--- config.mk ---
export PLATFORM = sky130hd
export DESIGN_NAME = eth_frame_builder
export DESIGN_NICKNAME = d
export VERILOG_FILES = /design/src/rtl/eth_frame_builder.sv
export SDC_FILE = /design/constraint.sdc
export NUM_CORES = 1
export LEC_CHECK = 0
export CAP_MARGIN = 20
export CORE_MARGIN = 2
export CORE_UTILIZATION = 65
export CTS_CLUSTER_SIZE = 14
export DETAILED_ROUTE_END_ITERATION = 10
export DONT_BUFFER_PORTS = 1
export GPL_TIMING_DRIVEN = 0
export HOLD_SLACK_MARGIN = 0.03
export PLACE_DENSITY = 0.85
export SKIP_CTS_REPAIR_TIMING = 1
export SYNTH_ARGS = -nofsm -noshare
export SYNTH_HDL_FRONTEND = slang
export SYNTH_SLANG_ARGS = --single-unit
export TNS_END_PERCENT = 30
--- constraint.sdc ---
create_clock -name clk -period 4.9 [get_ports clk]
set_input_delay 0.98 -clock clk [delete_from_list [all_inputs] [get_ports clk]]
set_output_delay 0.98 -clock clk [all_outputs]
set_load 0.005 [all_outputs]
--- src/rtl/eth_frame_builder.sv ---
// eth_frame_builder: builds one 72-byte Ethernet II frame per accepted start.
// Sequence: 7x preamble, SFD, DST_MAC, SRC_MAC, ETHERTYPE, 32-bit payload,
// zero padding, then the FCS (reflected CRC-32 over bytes 8..67, sent
// inverted, low byte first). Bytes leave over a valid/ready handshake,
// followed by an IFG_CYCLES idle gap during which busy stays high.
// Optional build macro ETH_BYTE_BITREV_EN bit-reverses every output byte
// for an MSB-dibit-first RMII serializer; framing and CRC are unaffected.
module eth_frame_builder #(
    parameter logic [47:0] DST_MAC    = 48'hFFFF_FFFF_FFFF,
    parameter logic [47:0] SRC_MAC    = 48'h0012_3456_789A,
    parameter logic [15:0] ETHERTYPE  = 16'h88B5,
    parameter int unsigned IFG_CYCLES = 96
) (
    input  logic        clk,
    input  logic        rst_n,
    input  logic        start,
    input  logic [31:0] data_in,
    output logic        busy,
    output logic [7:0]  out_data,
    output logic        out_valid,
    input  logic        out_ready,
    output logic        out_sof,
    output logic        out_eof
);

    localparam int              GW       = (IFG_CYCLES > 1) ? $clog2(IFG_CYCLES) : 1;
    localparam logic [GW-1:0]   GAP_LAST = GW'(IFG_CYCLES - 1);
    localparam logic [6:0]      LAST_IDX = 7'd71;
    localparam logic [31:0]     CRC_INIT = 32'hFFFF_FFFF;

    typedef enum logic [2:0] {IDLE, PREAMBLE, HEADER, PAYLOAD, FCS, GAP} state_t;

    state_t         state_q;
    logic [6:0]     idx_q;
    logic [31:0]    crc_q;
    logic [31:0]    payload_q;
    logic [GW-1:0]  gap_cnt_q;
    logic           busy_q;
    logic           out_valid_q;
    logic           out_sof_q;
    logic           out_eof_q;
    logic [7:0]     out_data_q;

    logic [7:0]     cur_byte;
    logic [6:0]     idx_d;
    logic [31:0]    crc_d;
    logic [7:0]     out_data_d;

    // Natural-order frame byte at position idx; FCS bytes come from the
    // (already frozen) CRC register.
    function automatic logic [7:0] frame_byte(input logic [6:0] idx,
                                              input logic [31:0] payload,
                                              input logic [31:0] crc);
        int          k;
        logic [47:0] sh;
        logic [31:0] w;
        k  = int'(idx);
        sh = '0;
        w  = '0;
        if (k < 7) begin
            return 8'h55;
        end else if (k == 7) begin
            return 8'hD5;
        end else if (k < 14) begin
            sh = DST_MAC >> (8 * (13 - k));
            return sh[7:0];
        end else if (k < 20) begin
            sh = SRC_MAC >> (8 * (19 - k));
            return sh[7:0];
        end else if (k < 22) begin
            sh = {32'h0, ETHERTYPE} >> (8 * (21 - k));
            return sh[7:0];
        end else if (k < 26) begin
            w = payload >> (8 * (25 - k));
            return w[7:0];
        end else if (k < 68) begin
            return 8'h00;
        end else begin
            w = (~crc) >> (8 * (k - 68));
            return w[7:0];
        end
    endfunction

    // Reflected CRC-32 (poly 0x04C11DB7 reversed = 0xEDB88320), LSB first.
    function automatic logic [31:0] crc_update(input logic [31:0] crc,
                                               input logic [7:0] b);
        logic [31:0] c;
        logic        fb;
        c = crc;
        for (int i = 0; i < 8; i++) begin
            fb = c[0] ^ b[i];
            c  = {1'b0, c[31:1]};
            if (fb) c = c ^ 32'hEDB8_8320;
        end
        return c;
    endfunction

    // Which streaming state a given byte index belongs to.
    function automatic state_t state_for(input logic [6:0] idx);
        if (idx < 7'd8)       return PREAMBLE;
        else if (idx < 7'd22) return HEADER;
        else if (idx < 7'd68) return PAYLOAD;
        else                  return FCS;
    endfunction

    // Line ordering of a byte as handed to the serializer.
    function automatic logic [7:0] wire_order(input logic [7:0] b);
`ifdef ETH_BYTE_BITREV_EN
        logic [7:0] r;
        for (int i = 0; i < 8; i++) r[i] = b[7 - i];
        return r;
`else
        return b;
`endif
    endfunction

    // Next byte and next CRC, assuming the current byte is accepted.
    always_comb begin
        // NOTE: every output of this block is given a value before any branch, so no latch can be inferred.
        cur_byte   = frame_byte(idx_q, payload_q, crc_q);
        crc_d      = crc_q;
        idx_d      = idx_q + 7'd1;
        if (state_q == HEADER || state_q == PAYLOAD) begin
            crc_d = crc_update(crc_q, cur_byte);
        end
        out_data_d = wire_order(frame_byte(idx_d, payload_q, crc_d));
    end

    // Frame FSM with registered outputs; synchronous active-low reset.
    always_ff @(posedge clk) begin
        // NOTE: all state uses non-blocking assignments so every register sees pre-edge values.
        if (!rst_n) begin
            state_q     <= IDLE;
            idx_q       <= '0;
            crc_q       <= CRC_INIT;
            payload_q   <= '0;
            gap_cnt_q   <= '0;
            busy_q      <= 1'b0;
            out_valid_q <= 1'b0;
            out_sof_q   <= 1'b0;
            out_eof_q   <= 1'b0;
            out_data_q  <= 8'h00;
        end else begin
            case (state_q)
                IDLE: begin
                    if (start) begin
                        state_q     <= PREAMBLE;
                        payload_q   <= data_in;
                        crc_q       <= CRC_INIT;
                        idx_q       <= '0;
                        busy_q      <= 1'b1;
                        out_valid_q <= 1'b1;
                        out_sof_q   <= 1'b1;
                        out_eof_q   <= 1'b0;
                        out_data_q  <= wire_order(8'h55);
                    end
                end
                PREAMBLE, HEADER, PAYLOAD, FCS: begin
                    if (out_ready) begin
                        if (idx_q == LAST_IDX) begin
                            state_q     <= GAP;
                            idx_q       <= '0;
                            gap_cnt_q   <= '0;
                            out_valid_q <= 1'b0;
                            out_sof_q   <= 1'b0;
                            out_eof_q   <= 1'b0;
                            out_data_q  <= 8'h00;
                        end else begin
                            state_q     <= state_for(idx_d);
                            idx_q       <= idx_d;
                            crc_q       <= crc_d;
                            out_sof_q   <= 1'b0;
                            out_eof_q   <= (idx_d == LAST_IDX);
                            out_data_q  <= out_data_d;
                        end
                    end
                end
                GAP: begin
                    if (gap_cnt_q == GAP_LAST) begin
                        state_q   <= IDLE;
                        gap_cnt_q <= '0;
                        busy_q    <= 1'b0;
                    end else begin
                        gap_cnt_q <= gap_cnt_q + 1'b1;
                    end
                end
                default: state_q <= IDLE;
            endcase
        end
    end

    assign busy      = busy_q;
    assign out_valid = out_valid_q;
    assign out_sof   = out_sof_q;
    assign out_eof   = out_eof_q;
    assign out_data  = out_data_q;

endmodule
Word-level counts from Yosys, hierarchy flattened:

Cells that the tools add are included.

* add/sub/neg operators: 12
* $lt $le $gt $ge: 15
* equality and inequality tests: 15
* shifts and indexed selects: 10
* mux-type cells: 66
* bitwise gates (word level): 18
* reduce and logical (&&, ||, !) cells: 13

Operator list (number)
* $mux 32: 19
* $mux 8: 17
* $shr 32x32->8: 4
* $not 13->14: 8
* $shr 48x32->8 const A: 2
* $shr 37x32->8 const A: 2
* $not 32->32: 2
* $pmux 32 s2: 1
* $shr 16x32->8 const A: 2
* $lt 7x5->1 const B: 7
* $sub 5x7->8 const A: 6
* $mux 7: 6
* $pmux 7 s2: 2
* $eq 7x7->1 const B: 3
* $lt 7x4->1 const B: 3
* $lt 7x7->1 const B: 3
* $mux 3: 7
* $pmux 8 s2: 1
* $sub 4x7->8 const A: 2
* $sub 7x7->8 const B: 2
* $add 7x1->7 const B: 2
* $eq 7x4->1 const B: 2
* $lt 7x3->1 const B: 2
* $reduce_and 3->1: 4
* other kinds (14): 40

* register bits after elaboration: 93
* input port bits: 36
* output and inout bits: 12
* logic and storage cells: 159

Depth between registers and ports, before layout:

Gate-level depths: netlist (run 1).

* depth in word-level cells: 45
* mapped depth: 18
* mapped depth without buffers: 14

Worst setup path before layout (run 1):

No wires, ideal clock.

* path kind: reg2reg
* start: register idx_q[2]
* end: register out_data_q[7] (netlist: out_data[7])
* library setup time: 122 ps
* arrival time: 3434 ps
* required time: 4778 ps
* slack: 1344 ps
* stages on the path, launching flop included: 14
* path through: dfxtp_1 -> buf_6 -> inv_1 -> ha_1 -> inv_1 -> or4_4 -> nor3_2 -> nor3_1 -> a21o_2 -> xor2_1 -> xnor3_2 -> xor2_1 -> a21oi_1 -> o32a_1

* longest elaborated chain between the ends: 43
* elaborated cells on any way between the ends: 84
* classes of those cells: add/sub: 11; order compare: 12; eq/ne: 3; shift: 10; mux: 33; bitwise: 15

RTL lines
* start, declared: line 34 `logic [6:0] idx_q;`
* start signal, assigned: line 170 `idx_q <= idx_d;`
* $sub 7x7->8: line 79 `w = (~crc) >> (8 * (k - 68));`
* $shr 32x32->8: line 79
* $mux 8: line 76 `end else if (k < 68) begin`
* $mux 8: line 73 `end else if (k < 26) begin`
* $mux 8: line 70 `end else if (k < 22) begin`
* $mux 8: line 67 `end else if (k < 20) begin`
* $mux 8: line 64 `end else if (k < 14) begin`
* $mux 8: line 62 `end else if (k == 7) begin`
* [27 not listed]
* $mux 8: line 70
* $mux 8: line 67
* $mux 8: line 64
* $mux 8: line 62
* $mux 8: line 60 `if (k < 7) begin`
* $mux 8 *: line 160 `if (idx_q == LAST_IDX) begin`
* $mux 8 *: line 159 `if (out_ready) begin`
* $pmux 8 s2 *: line 144 `case (state_q)`
* end signal, assigned: line 155 `out_data_q <= wire_order(8'h55);`
* end signal, assigned: line 174 `out_data_q <= out_data_d;`
* end, declared: line 42 `logic [7:0] out_data_q;`

Mark *: on every way between the ends. The rest lies on a longest branch, timed or not. The select of a mux whose other input is x is not followed.
A chain may end at the register's enable or synchronous reset.

Worst setup path in the final report (run 1):

* start: register idx_q[0]
* end: register out_data_q[5] (netlist: out_data[5])

* longest elaborated chain between the ends: 40
* elaborated cells on any way between the ends: 84
* classes of those cells: add/sub: 11; order compare: 12; eq/ne: 3; shift: 10; mux: 33; bitwise: 15

RTL lines (line)
* $sub 7x7->8: 79
* $shr 32x32->8: 79
* $mux 8: 76
* $mux 8: 73
* $mux 8: 70
* $mux 8: 67
* $mux 8: 64
* $mux 8: 62
* [24 not listed]
* $mux 8: 70
* $mux 8: 67
* $mux 8: 64
* $mux 8: 62
* $mux 8: 60
* $mux 8 *: 160
* $mux 8 *: 159
* $pmux 8 s2 *: 144

Marked as above.

==> results.sh, run 1 <==
export IMPL_outcome="complete, no violations"
export IMPL_crit_arrival_ns=4.97
export IMPL_htree_num_levels=3
export IMPL_synth_lib_cells_used_distinct=93
export IMPL_total_leakage_power_nw=2.681
export IMPL_root_buffer="sky130_fd_sc_hd__clkbuf_8"
export IMPL_synth_edf_count=0
export IMPL_via_count=7124
export IMPL_ys_seq_elements=93
export IMPL_ant_nets_after_route=0
export IMPL_max_slew_margin=0.3092
export IMPL_post_drt_wl_per_cell_microns=24.20
export IMPL_row_count=38
export IMPL_clock_insertion_delay_worst_skew_ns=0.39
export IMPL_synth_async_sr_flop_share=0
export IMPL_final_setup_skew_ns=0.008957
export IMPL_register_area_sq_mm=0.001862
export IMPL_power_per_cell_area_mw_per_mm2=207.1
export IMPL_yosys_cell_count_top_type="sky130_fd_sc_hd__nand2_1"
export IMPL_critPathSlowestCell="sky130_fd_sc_hd__ha_1"
export IMPL_drc_violation_count_after_routing=0
export IMPL_port_buffers=0
export IMPL_grt_pass1_vias=6633
export IMPL_final_util=0.7080
export IMPL_yosys_area_top_type="sky130_fd_sc_hd__dfxtp_1"
export IMPL_timing_worst_setup_path_type="flop to flop"
export IMPL_io_pin_count=48
export IMPL_global_route_overflow_total=0
export IMPL_dr_first_iter_drc_count=1092
export IMPL_critical_path_max_stage_delay_ns=0.38
export IMPL_initial_core_util=0.6705
export IMPL_multi_input_area_sq_mm=0.005122
export IMPL_power_combinational_fraction=0.139
export IMPL_place_congestion=1.080
export IMPL_drt_pass1_iter_count=6
export IMPL_finalWirelength_mm=24.29
export IMPL_period_minus_slack_ns=4.683
export IMPL_gr_usage_all_layers=0.4149
export IMPL_die_width_microns=110.0
export IMPL_worst_ir_drop_vdd_v=0.0001837
export IMPL_cts_buffers=9
export IMPL_nFillCells=860
export IMPL_critical_path_peak_fanout=10
export IMPL_worst_slew_pin_slew_ns=1.022
export IMPL_die_height_microns=110.0
export IMPL_area_growth_syn_to_layout_pct=5.587
export IMPL_synth_top_cell_area_share=0.2550
export IMPL_worst_endpoint_required_ns=5.18
export IMPL_power_switching_share=0.2891
export IMPL_drive_gt1_frac=0.1157
export IMPL_grt_antenna_before_repair=0
export IMPL_max_clock_freq_mhz=213.5
export IMPL_timing_final_setup_violations=0
export IMPL_max_clock_path_buffers=2
export IMPL_tns_ns=0
export IMPL_reported_max_cap_violation_count=0
export IMPL_dp_hpwl_mm=18.44
export IMPL_syn_std_cell_area_sq_mm=0.007301
export IMPL_synth_nets=901
export IMPL_crit_path_end_kind="flop"
export IMPL_hold_slack_ns=0.4853
export IMPL_maximum_number_of_pins_on_one_net_before_global_route_repair=16
export IMPL_worstPathCellList="buf_2 -> clkbuf_4 -> clkinvlp_4 -> ha_1 -> clkbuf_1 -> clkbuf_2 -> inv_1 -> ha_1 -> clkbuf_1 -> nor4_1 -> a31oi_1 -> nor2_1 -> nand2_1 -> nand3_1 -> and3_1 -> o311ai_1 -> o31ai_1"
export IMPL_grt_setup_unrepaired="false"
export IMPL_post_synth_inst_count=847
export IMPL_clockPowerShare=0.361
export IMPL_clk_transition_reported_paths_ns=0.10
export IMPL_dominantRegCellSynth="sky130_fd_sc_hd__dfxtp_1"
export IMPL_cts_sinks=93
export IMPL_post_drt_via_cell_ratio=7.096
export IMPL_worstHoldPathType="flop to flop"
export IMPL_report_final_slew_viol_count=0
export IMPL_critical_path_start_type="flop"
export IMPL_synth_sequential_area_ratio=0.2550
export IMPL_timing_final_hold_violations=0
export IMPL_grt_pass1_wl_mm=37.07
export IMPL_final_net_count=913
export IMPL_core_region_area_sq_mm=0.01089
export IMPL_top_cells_by_area_in_the_synthesized_netlist="sky130_fd_sc_hd__dfxtp_1 (26%), sky130_fd_sc_hd__nand2_1 (8.0%), sky130_fd_sc_hd__mux4_2 (7.4%), sky130_fd_sc_hd__xnor2_1 (4.0%), sky130_fd_sc_hd__a21boi_0 (3.8%)"
export IMPL_pwr_share_seq=0.500
export IMPL_dieArea_sq_mm=0.01210
export IMPL_tritoncts="yes"
export IMPL_synthesis_area_per_instance_sq_um=8.620
export IMPL_sw_pwr_mw=0.4615
export IMPL_final_min_period_over_clock_period=0.9557
export IMPL_synth_top_cells_by_count="sky130_fd_sc_hd__nand2_1 (156), sky130_fd_sc_hd__dfxtp_1 (93), sky130_fd_sc_hd__o21ai_0 (45)"
export IMPL_antenna_cells_inserted=0
export IMPL_synth_warnings=0
export IMPL_intPower_mw=1.135
## metrics by stage
stage | cell area [sq um] | cells | worst slack, ns | power (mW)
finish | 7709 | 1004 | 0.2171 | 1.596
global route | 7709 | 1004 | 0.1024 | 1.640
CTS | 7691 | 1003 | -0.07439 | 1.584
detailed placement | 7476 | 987 | -0.006141 | 1.025
global placement | 7476 | 987 | -0.04735 | 1.019
floorplan | 7301 | 847 | 1.344 | 0.9499
## power by group through the flow
| stage | combinational (mW) | sequential, mW | clock (mW) |
|---|---|---|---|
| after floorplan | 0.142 | 0.808 | 0 |
| after global placement | 0.205 | 0.814 | 0 |
| after detailed placement | 0.210 | 0.815 | 0 |
| after CTS | 0.211 | 0.797 | 0.576 |
| after global routing | 0.234 | 0.801 | 0.605 |
| final | 0.221 | 0.798 | 0.577 |
## state kept, by name (all words and copies together), names as in the netlist
name       count
idx_q          7
out_eof        1
out_data       8
payload_q     32
busy           1
out_valid      1
crc_q         32
state_q        3
gap_cnt_q      7
out_sof        1
## routing by layer
metal | share of wire | track usage
met1 | 0.39 | 0.5626
met2 | 0.42 | 0.6043
met3 | 0.15 | 0.1393
met4 | 0.038 | 0.1727
met5 | 0 | 0
## critical path, delay by kind of cell, from the launching register on
family / cells / cell delay, ns
AO/OA/AOI/OAI: 3 / 0.53
adder cells (fa/ha/maj): 2 / 0.60
buffers and inverters: 7 / 1.97
flip-flops: 1 / 0.34
AND/OR/NAND/NOR: 5 / 1.12
## layout by cell type, fill, tap and decap left out, drive strengths merged, types with 17 or more instances in the layout
master	instances
buf	17
o21ai	49
a21boi	37
nand2	156
mux4	24
ha	18
clkbuf	49
xnor2	42
o22ai	23
a21oi	42
dfxtp	93
nor2	38
xor2	29
## cell type report
cell class              instances  share of cell area
flip-flops and latches         93              0.2415
clock inverters                 6             0.01136
multi-input cells             683              0.6645
repair buffers                  1           0.0006492
well taps                     140             0.02272
inverters                      16            0.008278
clock buffers                  10             0.01656
plain buffers                  55             0.03441
## final timing paths
kind / slack (ns) / end / cells after the start / start
hold reg to reg: 0.49 / payload_q[30] / 2 / payload_q[30]
hold / removal: 0.49 / payload_q[30] / 2 / payload_q[30]
setup / recovery: 0.22 / out_data[5] / 17 / idx_q[0]
setup reg to reg: 0.22 / out_data[5] / 17 / idx_q[0]
## kinds of logic after synthesis
group,Yosys count,synth area share
buf+inv,71,0.04404
mux,35,0.09152
xor+xnor,83,0.1453
compound gates,240,0.2254
fa+ha+maj,18,0.03085
simple gates,307,0.2079
flops,93,0.2550
Power figures use the tool's default switching activity.
==> run 2: changes to the inputs <==
--- a/config.mk
+++ b/config.mk
@@ -6,14 +6,16 @@
 export NUM_CORES = 1
 export LEC_CHECK = 0
 export CAP_MARGIN = 20
+export CELL_PAD_IN_SITES_DETAIL_PLACEMENT = 0
+export CELL_PAD_IN_SITES_GLOBAL_PLACEMENT = 2
 export CORE_MARGIN = 2
-export CORE_UTILIZATION = 65
+export CORE_UTILIZATION = 43
 export CTS_CLUSTER_SIZE = 14
 export DETAILED_ROUTE_END_ITERATION = 10
 export DONT_BUFFER_PORTS = 1
 export GPL_TIMING_DRIVEN = 0
 export HOLD_SLACK_MARGIN = 0.03
-export PLACE_DENSITY = 0.85
+export PLACE_DENSITY = 0.9
 export SKIP_CTS_REPAIR_TIMING = 1
 export SYNTH_ARGS = -nofsm -noshare
 export SYNTH_HDL_FRONTEND = slang
==> constraint.sdc (replaced) <==
create_clock -name clk -period 5.4 [get_ports clk]
set_input_delay 1.08 -clock clk [delete_from_list [all_inputs] [get_ports clk]]
set_output_delay 1.08 -clock clk [all_outputs]
set_load 0.005 [all_outputs]
==> run 2 against run 1 <==
Against the previous run:
- cell count grew 8.1%
- sequential share of layout area shrank 0.54 points
- utilization shrank 23 points
- clock skew is essentially flat
- wire length grew 7.9%
- sequential cell count is the same
- critical endpoint is now out_data[7]
==> results.sh, run 2 (same netlist as run 1, synthesis figures left out) <==
export IMPL_maximum_number_of_pins_on_one_net_before_global_route_repair=20
export IMPL_timing_worst_setup_path_type="flop to flop"
export IMPL_core_region_area_sq_mm=0.01658
export IMPL_reported_max_cap_violation_count=0
export IMPL_tritoncts="yes"
export IMPL_tns_ns=0
export IMPL_global_route_overflow_total=0
export IMPL_grt_setup_unrepaired="false"
export IMPL_cts_buffers=9
export IMPL_grt_pass1_vias=6687
export IMPL_crit_arrival_ns=5.23
export IMPL_row_count=47
export IMPL_most_common_layout_cells="sky130_fd_sc_hd__nand2_1 (156), sky130_fd_sc_hd__dfxtp_1 (93), sky130_fd_sc_hd__o21ai_0 (45)"
export IMPL_antenna_cells_inserted=0
export IMPL_area_growth_syn_to_layout_pct=8.021
export IMPL_fin_total_pwr_mw=1.593
export IMPL_critical_path_start_type="flop"
export IMPL_power_per_cell_area_mw_per_mm2=202.0
export IMPL_drc_violation_count_after_routing=0
export IMPL_outcome="complete, no violations"
export IMPL_worst_slew_pin_slew_ns=1.095
export IMPL_place_congestion=0.9412
export IMPL_dp_hpwl_mm=20.16
export IMPL_io_pin_count=48
export IMPL_grt_pass1_wl_mm=40.03
export IMPL_ant_nets_after_route=0
export IMPL_die_width_microns=134.3
export IMPL_max_clock_path_buffers=2
export IMPL_clk_transition_reported_paths_ns=0.08
export IMPL_period_minus_slack_ns=4.975
export IMPL_initial_core_util=0.4402
export IMPL_final_min_period_over_clock_period=0.9213
export IMPL_drt_pass1_iter_count=5
export IMPL_final_net_count=914
export IMPL_worst_endpoint_required_ns=5.66
export IMPL_post_drt_wl_per_cell_microns=24.16
export IMPL_total_leakage_power_nw=2.722
export IMPL_critical_path_peak_fanout=10
export IMPL_grt_antenna_before_repair=0
export IMPL_clock_insertion_delay_worst_skew_ns=0.37
export IMPL_hold_slack_ns=0.4768
export IMPL_dr_first_iter_drc_count=680
export IMPL_die_height_microns=134.3
export IMPL_r2r_worst_path_cells=16
export IMPL_layout_cells_most_common="sky130_fd_sc_hd__nand2_1"
export IMPL_via_count=6912
export IMPL_cts_sinks=93
export IMPL_setup_slack_of_the_critical_path_after_layout_ns=0.4252
export IMPL_port_buffers=0
export IMPL_critical_path_max_stage_delay_ns=0.46
export IMPL_worstHoldPathType="flop to flop"
export IMPL_dieArea_sq_mm=0.01804
export IMPL_root_buffer="sky130_fd_sc_hd__clkbuf_16"
export IMPL_crit_path_end_kind="flop"
export IMPL_report_final_slew_viol_count=0
export IMPL_finalWirelength_mm=26.21
export IMPL_critPathSlowestCell="sky130_fd_sc_hd__ha_1"
export IMPL_max_slew_margin=0.2676
export IMPL_worstPathCellList="buf_2 -> buf_2 -> clkinv_1 -> ha_1 -> clkbuf_1 -> clkbuf_2 -> inv_1 -> ha_1 -> clkbuf_1 -> nor2_1 -> o21ai_0 -> nand2_1 -> o22ai_1 -> a21oi_1 -> o2111ai_1 -> o32a_1"
export IMPL_htree_num_levels=3
export IMPL_post_drt_via_cell_ratio=6.371
export IMPL_timing_final_hold_violations=0
export IMPL_worstHoldPathCells=2
export IMPL_final_setup_skew_ns=0.008608
export IMPL_max_clock_freq_mhz=201.0
export IMPL_gr_usage_all_layers=0.2959
export IMPL_timing_final_setup_violations=0
export IMPL_drive_gt1_frac=0.1156
export IMPL_worst_ir_drop_vdd_v=0.0001598
export IMPL_pre_cts_ws_ns=0.3058
[run 2: worst paths after layout]
path / from / end / slack (ns)
max reg2reg: idx_q[0] / out_data[7] / 0.43
min reg2reg: payload_q[23] / payload_q[23] / 0.48
max: idx_q[0] / out_data[7] / 0.43
min: payload_q[23] / payload_q[23] / 0.48
[run 2: power breakdown]
group | switching, mW | leakage, nW | internal (mW) | total, mW
sequential | 0.0179 | 0.757 | 0.706 | 0.724
combinational | 0.139 | 1.82 | 0.0618 | 0.201
clock | 0.338 | 0.148 | 0.330 | 0.667
total | 0.495 | 2.72 | 1.10 | 1.59
[run 2: layer usage]
metal	wire, microns	vias to the layer above	GRT usage
li1	-	3112	-
met1	11640	3407	0.4186
met2	11580	341	0.4518
met3	2177	52	0.05404
met4	816	0	0.1070
met5	0	-	0
[run 2: critical path: cells and delay by family, from the launching register on]
kind	cells	cell delay [ns]
buffers and inverters	7	2.19
AO/OA/AOI/OAI	5	1.20
adder cells (fa/ha/maj)	2	0.68
AND/OR/NAND/NOR	2	0.42
flip-flops	1	0.34
[run 2: cell type report]
class | instances | area (sq um)
fillers | 1683 | 8697
multi-input cells | 683 | 5117
flip-flops and latches | 93 | 1862
well taps | 220 | 275.3
plain buffers | 55 | 262.8
clock buffers | 9 | 225.2
clock inverters | 7 | 73.82
inverters | 16 | 60.06
repair buffers | 2 | 10.01
[run 2: per-stage QoR]
stage | cell area [sq um] | utilization | std cells
after floorplan | 7301 | - | 847
after global placement | 7576 | 0.4568 | 1067
after detailed placement | 7576 | 0.4568 | 1067
after CTS | 7875 | 0.4749 | 1083
after global routing | 7886 | 0.4756 | 1085
final | 7886 | 0.4756 | 1085
